$ cat src/rtl/multi_object_slot_manager.sv
// Object slot manager: OBJECT_AMOUNT slots with a valid/ready spawn port, per-tick movement,
// centi-second lifetime, combinational pixel render and a registered player-hit mask.
module multi_object_slot_manager #(
  parameter int OBJECT_AMOUNT = 8,
  parameter int SPEED_W       = 5,
  parameter int LIFE_W        = 8,
  parameter int IDX_W         = (OBJECT_AMOUNT > 1) ? $clog2(OBJECT_AMOUNT) : 1
) (
  input  logic                     clk_calculation,
  input  logic                     reset,
  input  logic                     tick,
  input  logic                     centi_tick,
  input  logic                     spawn_valid,
  output logic                     spawn_ready,
  input  logic [2:0]               spawn_dir,
  input  logic [9:0]               spawn_x,
  input  logic [9:0]               spawn_y,
  input  logic [9:0]               spawn_w,
  input  logic [9:0]               spawn_h,
  input  logic [SPEED_W-1:0]       spawn_speed,
  input  logic [LIFE_W-1:0]        spawn_life,
  output logic [IDX_W-1:0]         spawn_slot,
  input  logic [9:0]               display_x1,
  input  logic [9:0]               display_y1,
  input  logic [9:0]               display_x2,
  input  logic [9:0]               display_y2,
  input  logic [9:0]               player_x,
  input  logic [9:0]               player_y,
  input  logic [9:0]               player_w,
  input  logic [9:0]               player_h,
  input  logic [9:0]               x,
  input  logic [9:0]               y,
  output logic                     object_signal,
  output logic [OBJECT_AMOUNT-1:0] active_mask,
  output logic [OBJECT_AMOUNT-1:0] hit_mask,
  output logic                     is_trigger_player,
  output logic [IDX_W-1:0]         hit_index,
  output logic [15:0]              drop_count
);

  localparam int N = OBJECT_AMOUNT;
  localparam logic [2:0] DIR_UP    = 3'd1;
  localparam logic [2:0] DIR_DOWN  = 3'd2;
  localparam logic [2:0] DIR_LEFT  = 3'd3;
  localparam logic [2:0] DIR_RIGHT = 3'd4;

  typedef struct packed {
    logic [9:0]         x;
    logic [9:0]         y;
    logic [9:0]         w;
    logic [9:0]         h;
    logic [2:0]         dir;
    logic [SPEED_W-1:0] speed;
    logic [LIFE_W-1:0]  life;
  } slot_t;

  slot_t            slot_q [N];
  slot_t            slot_d [N];
  logic [N-1:0]     active_q, active_d;
  logic [N-1:0]     hit_q, hit_d;
  logic             ready_q, ready_d;
  logic             trig_q, trig_d;
  logic [IDX_W-1:0] spawn_slot_q, spawn_slot_d;
  logic [IDX_W-1:0] hit_index_q, hit_index_d;
  logic [15:0]      drop_q, drop_d;
  logic [IDX_W-1:0] free_idx;
  logic             accept;

  // ready_q always mirrors "some slot is free", so a free index exists whenever accept is high.
  assign accept = spawn_valid && ready_q;

  always_comb begin
    free_idx = '0;
    for (int i = N - 1; i >= 0; i--) begin
      if (!active_q[i]) free_idx = IDX_W'(i);
    end
  end

  always_comb begin
    // NOTE: every combinational output gets a default before any branch so no latch is inferred.
    active_d = active_q;
    slot_d   = slot_q;
    for (int i = 0; i < N; i++) begin : g_slot
      logic [10:0] mx, my, spd;
      logic        lost, expired;
      mx      = {1'b0, slot_q[i].x};
      my      = {1'b0, slot_q[i].y};
      spd     = 11'(slot_q[i].speed);
      expired = 1'b0;
      if (tick) begin
        case (slot_q[i].dir)
          DIR_UP:    my = my - spd;
          DIR_DOWN:  my = my + spd;
          DIR_LEFT:  mx = mx - spd;
          DIR_RIGHT: mx = mx + spd;
          default:   ;
        endcase
      end
      // Bit 10 flags both an underflow below 0 and a result above 1023.
      lost = mx[10] || my[10]
          || (mx + {1'b0, slot_q[i].w} <= {1'b0, display_x1}) || (mx >= {1'b0, display_x2})
          || (my + {1'b0, slot_q[i].h} <= {1'b0, display_y1}) || (my >= {1'b0, display_y2});
      if (centi_tick && slot_q[i].life != '0) begin
        expired = (slot_q[i].life == LIFE_W'(1));
        if (active_q[i]) slot_d[i].life = slot_q[i].life - LIFE_W'(1);
      end
      if (active_q[i]) begin
        slot_d[i].x = mx[9:0];
        slot_d[i].y = my[9:0];
        if (lost || expired) active_d[i] = 1'b0;
      end
      if (accept && free_idx == IDX_W'(i)) begin
        slot_d[i]   = '{x: spawn_x, y: spawn_y, w: spawn_w, h: spawn_h, dir: spawn_dir,
                        speed: spawn_speed, life: spawn_life};
        active_d[i] = 1'b1;
      end
    end
  end

  assign ready_d      = ~&active_d;
  assign spawn_slot_d = accept ? free_idx : spawn_slot_q;
  assign drop_d       = (spawn_valid && !ready_q && drop_q != 16'hFFFF) ? drop_q + 16'd1 : drop_q;

  always_comb begin
    hit_d       = '0;
    hit_index_d = '0;
    for (int i = 0; i < N; i++) begin
      hit_d[i] = active_q[i] && (slot_q[i].w != '0) && (slot_q[i].h != '0)
              && ({1'b0, player_x} < {1'b0, slot_q[i].x} + {1'b0, slot_q[i].w})
              && ({1'b0, player_x} + {1'b0, player_w} > {1'b0, slot_q[i].x})
              && ({1'b0, player_y} < {1'b0, slot_q[i].y} + {1'b0, slot_q[i].h})
              && ({1'b0, player_y} + {1'b0, player_h} > {1'b0, slot_q[i].y});
    end
    for (int i = N - 1; i >= 0; i--) begin
      if (hit_d[i]) hit_index_d = IDX_W'(i);
    end
  end

  assign trig_d = |hit_d;

  always_comb begin
    object_signal = 1'b0;
    for (int i = 0; i < N; i++) begin
      if (active_q[i] && x >= slot_q[i].x && {1'b0, x} < {1'b0, slot_q[i].x} + {1'b0, slot_q[i].w}
          && y >= slot_q[i].y && {1'b0, y} < {1'b0, slot_q[i].y} + {1'b0, slot_q[i].h})
        object_signal = 1'b1;
    end
  end

  // NOTE: state registers use non-blocking assignments so every flop samples pre-edge values.
  always_ff @(posedge clk_calculation) begin
    if (reset) begin
      active_q     <= '0;
      hit_q        <= '0;
      ready_q      <= 1'b1;
      trig_q       <= 1'b0;
      spawn_slot_q <= '0;
      hit_index_q  <= '0;
      drop_q       <= '0;
      // NOTE: slot storage is cleared too, so a reset leaves no stale object data behind.
      for (int i = 0; i < N; i++) slot_q[i] <= '0;
    end else begin
      active_q     <= active_d;
      hit_q        <= hit_d;
      ready_q      <= ready_d;
      trig_q       <= trig_d;
      spawn_slot_q <= spawn_slot_d;
      hit_index_q  <= hit_index_d;
      drop_q       <= drop_d;
      slot_q       <= slot_d;
    end
  end

  assign spawn_ready       = ready_q;
  assign spawn_slot        = spawn_slot_q;
  assign active_mask       = active_q;
  assign hit_mask          = hit_q;
  assign is_trigger_player = trig_q;
  assign hit_index         = hit_index_q;
  assign drop_count        = drop_q;

endmodule

$ cat config.mk
export PLATFORM = sky130hd
export DESIGN_NAME = multi_object_slot_manager
export DESIGN_NICKNAME = d
export VERILOG_FILES = /design/src/rtl/multi_object_slot_manager.sv
export SDC_FILE = /design/constraint.sdc
export NUM_CORES = 2
export LEC_CHECK = 0
export BUFFER_PORTS_ARGS = -buffer_cell sky130_fd_sc_hd__clkbuf_2
export CAP_MARGIN = 30
export CORE_MARGIN = 1.5
export CORE_UTILIZATION = 35
export CTS_BUF_LIST = sky130_fd_sc_hd__clkbuf_2
export CTS_CLUSTER_SIZE = 16
export DETAILED_ROUTE_END_ITERATION = 16
export PLACE_DENSITY = 0.48
export REMOVE_ABC_BUFFERS = 1
export SLEW_MARGIN = 5
export SYNTH_ARGS = -nofsm -noshare
export SYNTH_HDL_FRONTEND = slang
export SYNTH_SLANG_ARGS = --single-unit
$ cat constraint.sdc
create_clock -name clk_calculation -period 5.8 [get_ports clk_calculation]
set_input_delay 1.16 -clock clk_calculation [delete_from_list [all_inputs] [get_ports clk_calculation]]
set_output_delay 1.16 -clock clk_calculation [all_outputs]
set_load 0.01 [all_outputs]
==> out/results.ini <==
[synth]
synth_edf_count = 0
synth-async-reset-ratio_pct = 0
synth_seq_area_share_pct = 15.7
synth_top_area_share_pct = 29.8
synth_cell_type_count = 96
synth_flop_cell = dfxtp_1
yosys.area.top_type = ha_1
netlist_area_mm2 = 0.0623
ys_warn_count = 0
synth_cells = 7913
synth_area_per_cell_um2 = 7.87
synth_seq_cells = 488
synth_area_leaders = ha_1, dfxtp_1, a21oi_1

[routing]
ant_nets = 0
drtIter0Drc = 5724
viasPerCell = 5.71
drt_drc_violations_left = 0
drt_wl_total_um = 293000
post_drt_wl_per_cell_um = 26.3
num_vias = 63600
dr.pass1.iters = 9

[floorplan]
core_area_mm2 = 0.176
row_count = 154
die_area_mm2 = 0.180
die_w_um = 425
io_pins = 202
die_y_um = 425
start_util_pct = 35.3

[min_path]
hold_end = slot_q[437]
holdPathStages = 3
worstHoldStart = spawn_y[9]
hold_class = primary input to register

[sta]
hold_violations = 0
tightest_slew_ns = 1.26
period_minus_slack_ns = 6.82
slew_headroom_pct = 16.3
fin_skew_ns = 0.136
fmaxAchievable_mhz = 147
setup_ws_ns = -1.02
drv_slew = 0
setup_violations = 1
rsz0062_at_grt = yes
post-route-period-util_pct = 118

[global_routing]
grt_usage_pct = 31.5
globalRouteOverflowTotal = 0
grt_pass1_vias = 59900
grt_max_degree = 163
antenna_found_initial = 11
grt_pass1_wl_um = 416000

[critical_path]
r2r_cells = 24
r2r-start = slot_q[70]
cp-start-kind = register
crit_slowest_cell = o2111a_2
r2r_setup_slack_ns = 0.21
worstSetupPathType = register to output port
critical_path_required_ns = 4.64
cp-end-kind = output port
arrival_ns = 5.66
crit_path_cell_trace = ha_1, fa_2, a211oi_2, nor2_1, o21ai_0, nand2b_1, xnor2_1, ha_1, a2111oi_2, o21ai_1, a311o_1, o211ai_1, o2111a_2, a311oi_4, nand4_1, clkbuf_2
crit_fanout = 4
r2r_end = spawn_ready
cpMostUsedCell = ha_1
max_stage_delay_ns = 0.39

[placement]
place.port_buffers = 201
placed_cell_area_mm2 = 0.0697
dp_hpwl_um = 234000
gp_congestion = 0.983
preCtsSetupSlack_ns = -0.384

[job]
max-cap-violations = 0

[clock_network]
insertion_delay_ns = 1.70
clk_path_buf_depth = 3
root_buffer = clkbuf_2
clock-sinks = 488
h-tree-depth = 4
cts-buffers-inserted = 156
cts_tree = built
path_clk_slew_ns = 0.12

[layout]
final_area_mm2 = 0.0727
nFillCells = 18300
seq_area_mm2 = 0.00984
multi_input_area_mm2 = 0.0504
syn_to_final_growth_pct = 16.7
fin_util_pct = 41.2
nNetsFinal = 10400
drive_gt1_share_pct = 15.2

[run_status]
status = finished with violations
violations = negative setup slack

[pwr]
vdd.ir_drop.worst_v = 0.000199
powerDensity_mw_per_mm2 = 135
p_leak_nw = 33.3

==> metrics by stage <==
| step | power (mW) | hold slack [ns] | setup TNS (ns) | instances |
|---|---|---|---|---|
| 2_1_floorplan | 5.23 | 0.451 | -19.12 | 7648 |
| 3_3_place_gp | 6.76 | 0.446 | -0.913 | 10800 |
| 3_5_place_dp | 6.83 | 0.453 | -1.16 | 10800 |
| 4_1_cts | 9.81 | 0.00851 | -1.12 | 11100 |
| 5_1_grt | 10.3 | 0.104 | -1.31 | 11100 |
| 6_report | 9.81 | 0.229 | -1.02 | 11100 |
==> cell usage in the layout (no fill, tap or decap), types with 46 or more instances in the layout <==
cell           count
ha_1            1482
nand2_1          949
a21oi_1          889
buf_4            600
nor2_1           507
inv_1            486
dfxtp_1          446
clkbuf_2         421
o21ai_0          318
xnor2_1          271
a21o_1           248
xor2_1           183
a22oi_1          135
nand3_1          128
o21bai_1         114
nor3_1           112
a211oi_1          86
nor2b_1           82
nand2b_1          81
o21ai_1           73
o211ai_1          70
o21a_1            65
nand4_1           63
dlygate4sd3_1     54
mux2_2            50
a31oi_1           50
nor4_1            49
fa_1              46
==> report_power, final <==
part	leakage (nW)	switching (mW)	total, mW	internal [mW]
Sequential	3.97	0.0840	3.48	3.39
Clock	1.01	1.86	2.91	1.05
Combinational	28.4	2.13	3.43	1.30
==> critical path, delay by kind of cell (launching register included) <==
family	cells	cell delay [ns]
xor+xnor	1	0.16
compound gates	8	2.00
fa+ha+maj	3	0.83
buf+inv	1	0.19
flops	1	0.37
simple gates	3	0.47
==> final cells by class <==
cell class	instances	share of cell area (%)
diodes	12	0.0413
clock buffers	221	1.52
clock inverters	36	0.234
inverters	489	2.53
multi-input cells	6671	69.3
flip-flops and latches	488	13.5
well taps	2340	4.03
repair buffers	874	8.80
==> synth_stat cells, drive strengths merged (14+ instances only) <==
| library cell | n |
|---|---|
| a2111oi | 31 |
| a211oi | 95 |
| a21boi | 17 |
| a21o | 249 |
| a21oi | 920 |
| a221oi | 22 |
| a222oi | 18 |
| a22oi | 135 |
| a311oi | 14 |
| a31oi | 51 |
| a41oi | 19 |
| and2 | 17 |
| and3 | 44 |
| buf | 61 |
| clkbuf | 204 |
| dfxtp | 488 |
| fa | 50 |
| ha | 1484 |
| inv | 488 |
| mux2 | 54 |
| mux2i | 15 |
| nand2 | 953 |
| nand2b | 81 |
| nand3 | 129 |
| nand4 | 63 |
| nor2 | 516 |
| nor2b | 82 |
| nor3 | 114 |
| nor3b | 33 |
| nor4 | 53 |
| o2111ai | 22 |
| o211ai | 71 |
| o21a | 65 |
| o21ai | 407 |
| o21bai | 115 |
| o31a | 19 |
| o31ai | 31 |
| o41ai | 15 |
| or2 | 22 |
| or3 | 28 |
| or4 | 20 |
| xnor2 | 274 |
| xor2 | 190 |
==> cells by family (layout without fill, tap and decap cells) <==
logic type      after synthesis  after routing  synth area share (%)
compound gates             2397           2397                  24.2
simple gates               2207           2207                  16.2
fa+ha+maj                  1534           1534                  31.4
buf+inv                     754           1620                  4.77
flops                       488            488                  15.7
xor+xnor                    464            464                  6.52
mux                          69             69                  1.22
other cells                   0             12                     0
==> timing repair <==
action | CTS | global route
buffers inserted | 23 | 12
hold endpoints to repair | 313 | 0
endpoints found under the setup margin | 4 | 8
hold buffers | 54 | 0
resized for setup | 101 | 151
pin swaps | 31 | 27
==> sequential cells by signal, indices dropped and copies added (netlist names) <==
name               count
active_mask            8
drop_count            16
hit_index              3
hit_mask               8
is_trigger_player      1
slot_q               448
spawn_ready            1
spawn_slot             3
==> layer usage <==
layer / vias to the layer above / share of wire (%) / global-route usage (%)
met3: 497 / 7.3 / 5.16
met5: - / 0.0058 / 0
li1: 30400 / - / -
met1: 30200 / 44 / 42.6
met4: 4 / 5.5 / 16.0
met2: 2420 / 43 / 48.2
==> worst max path at each step <==
stage	slack [ns]	depth (start not counted)	to	start
6_report	-1.02	16	object_signal	slot_q[16]
5_1_grt	-1.23	19	object_signal	slot_q[46]
4_1_cts	-1.12	18	object_signal	slot_q[128]
3_5_place_dp	-0.38	25	hit_index[1]	player_x[1]
3_3_place_gp	-0.40	25	hit_index[1]	player_x[1]
2_1_floorplan	-1.12	6	slot_q[269]	spawn_valid
Note: power is estimated with default switching activity, not from simulation.
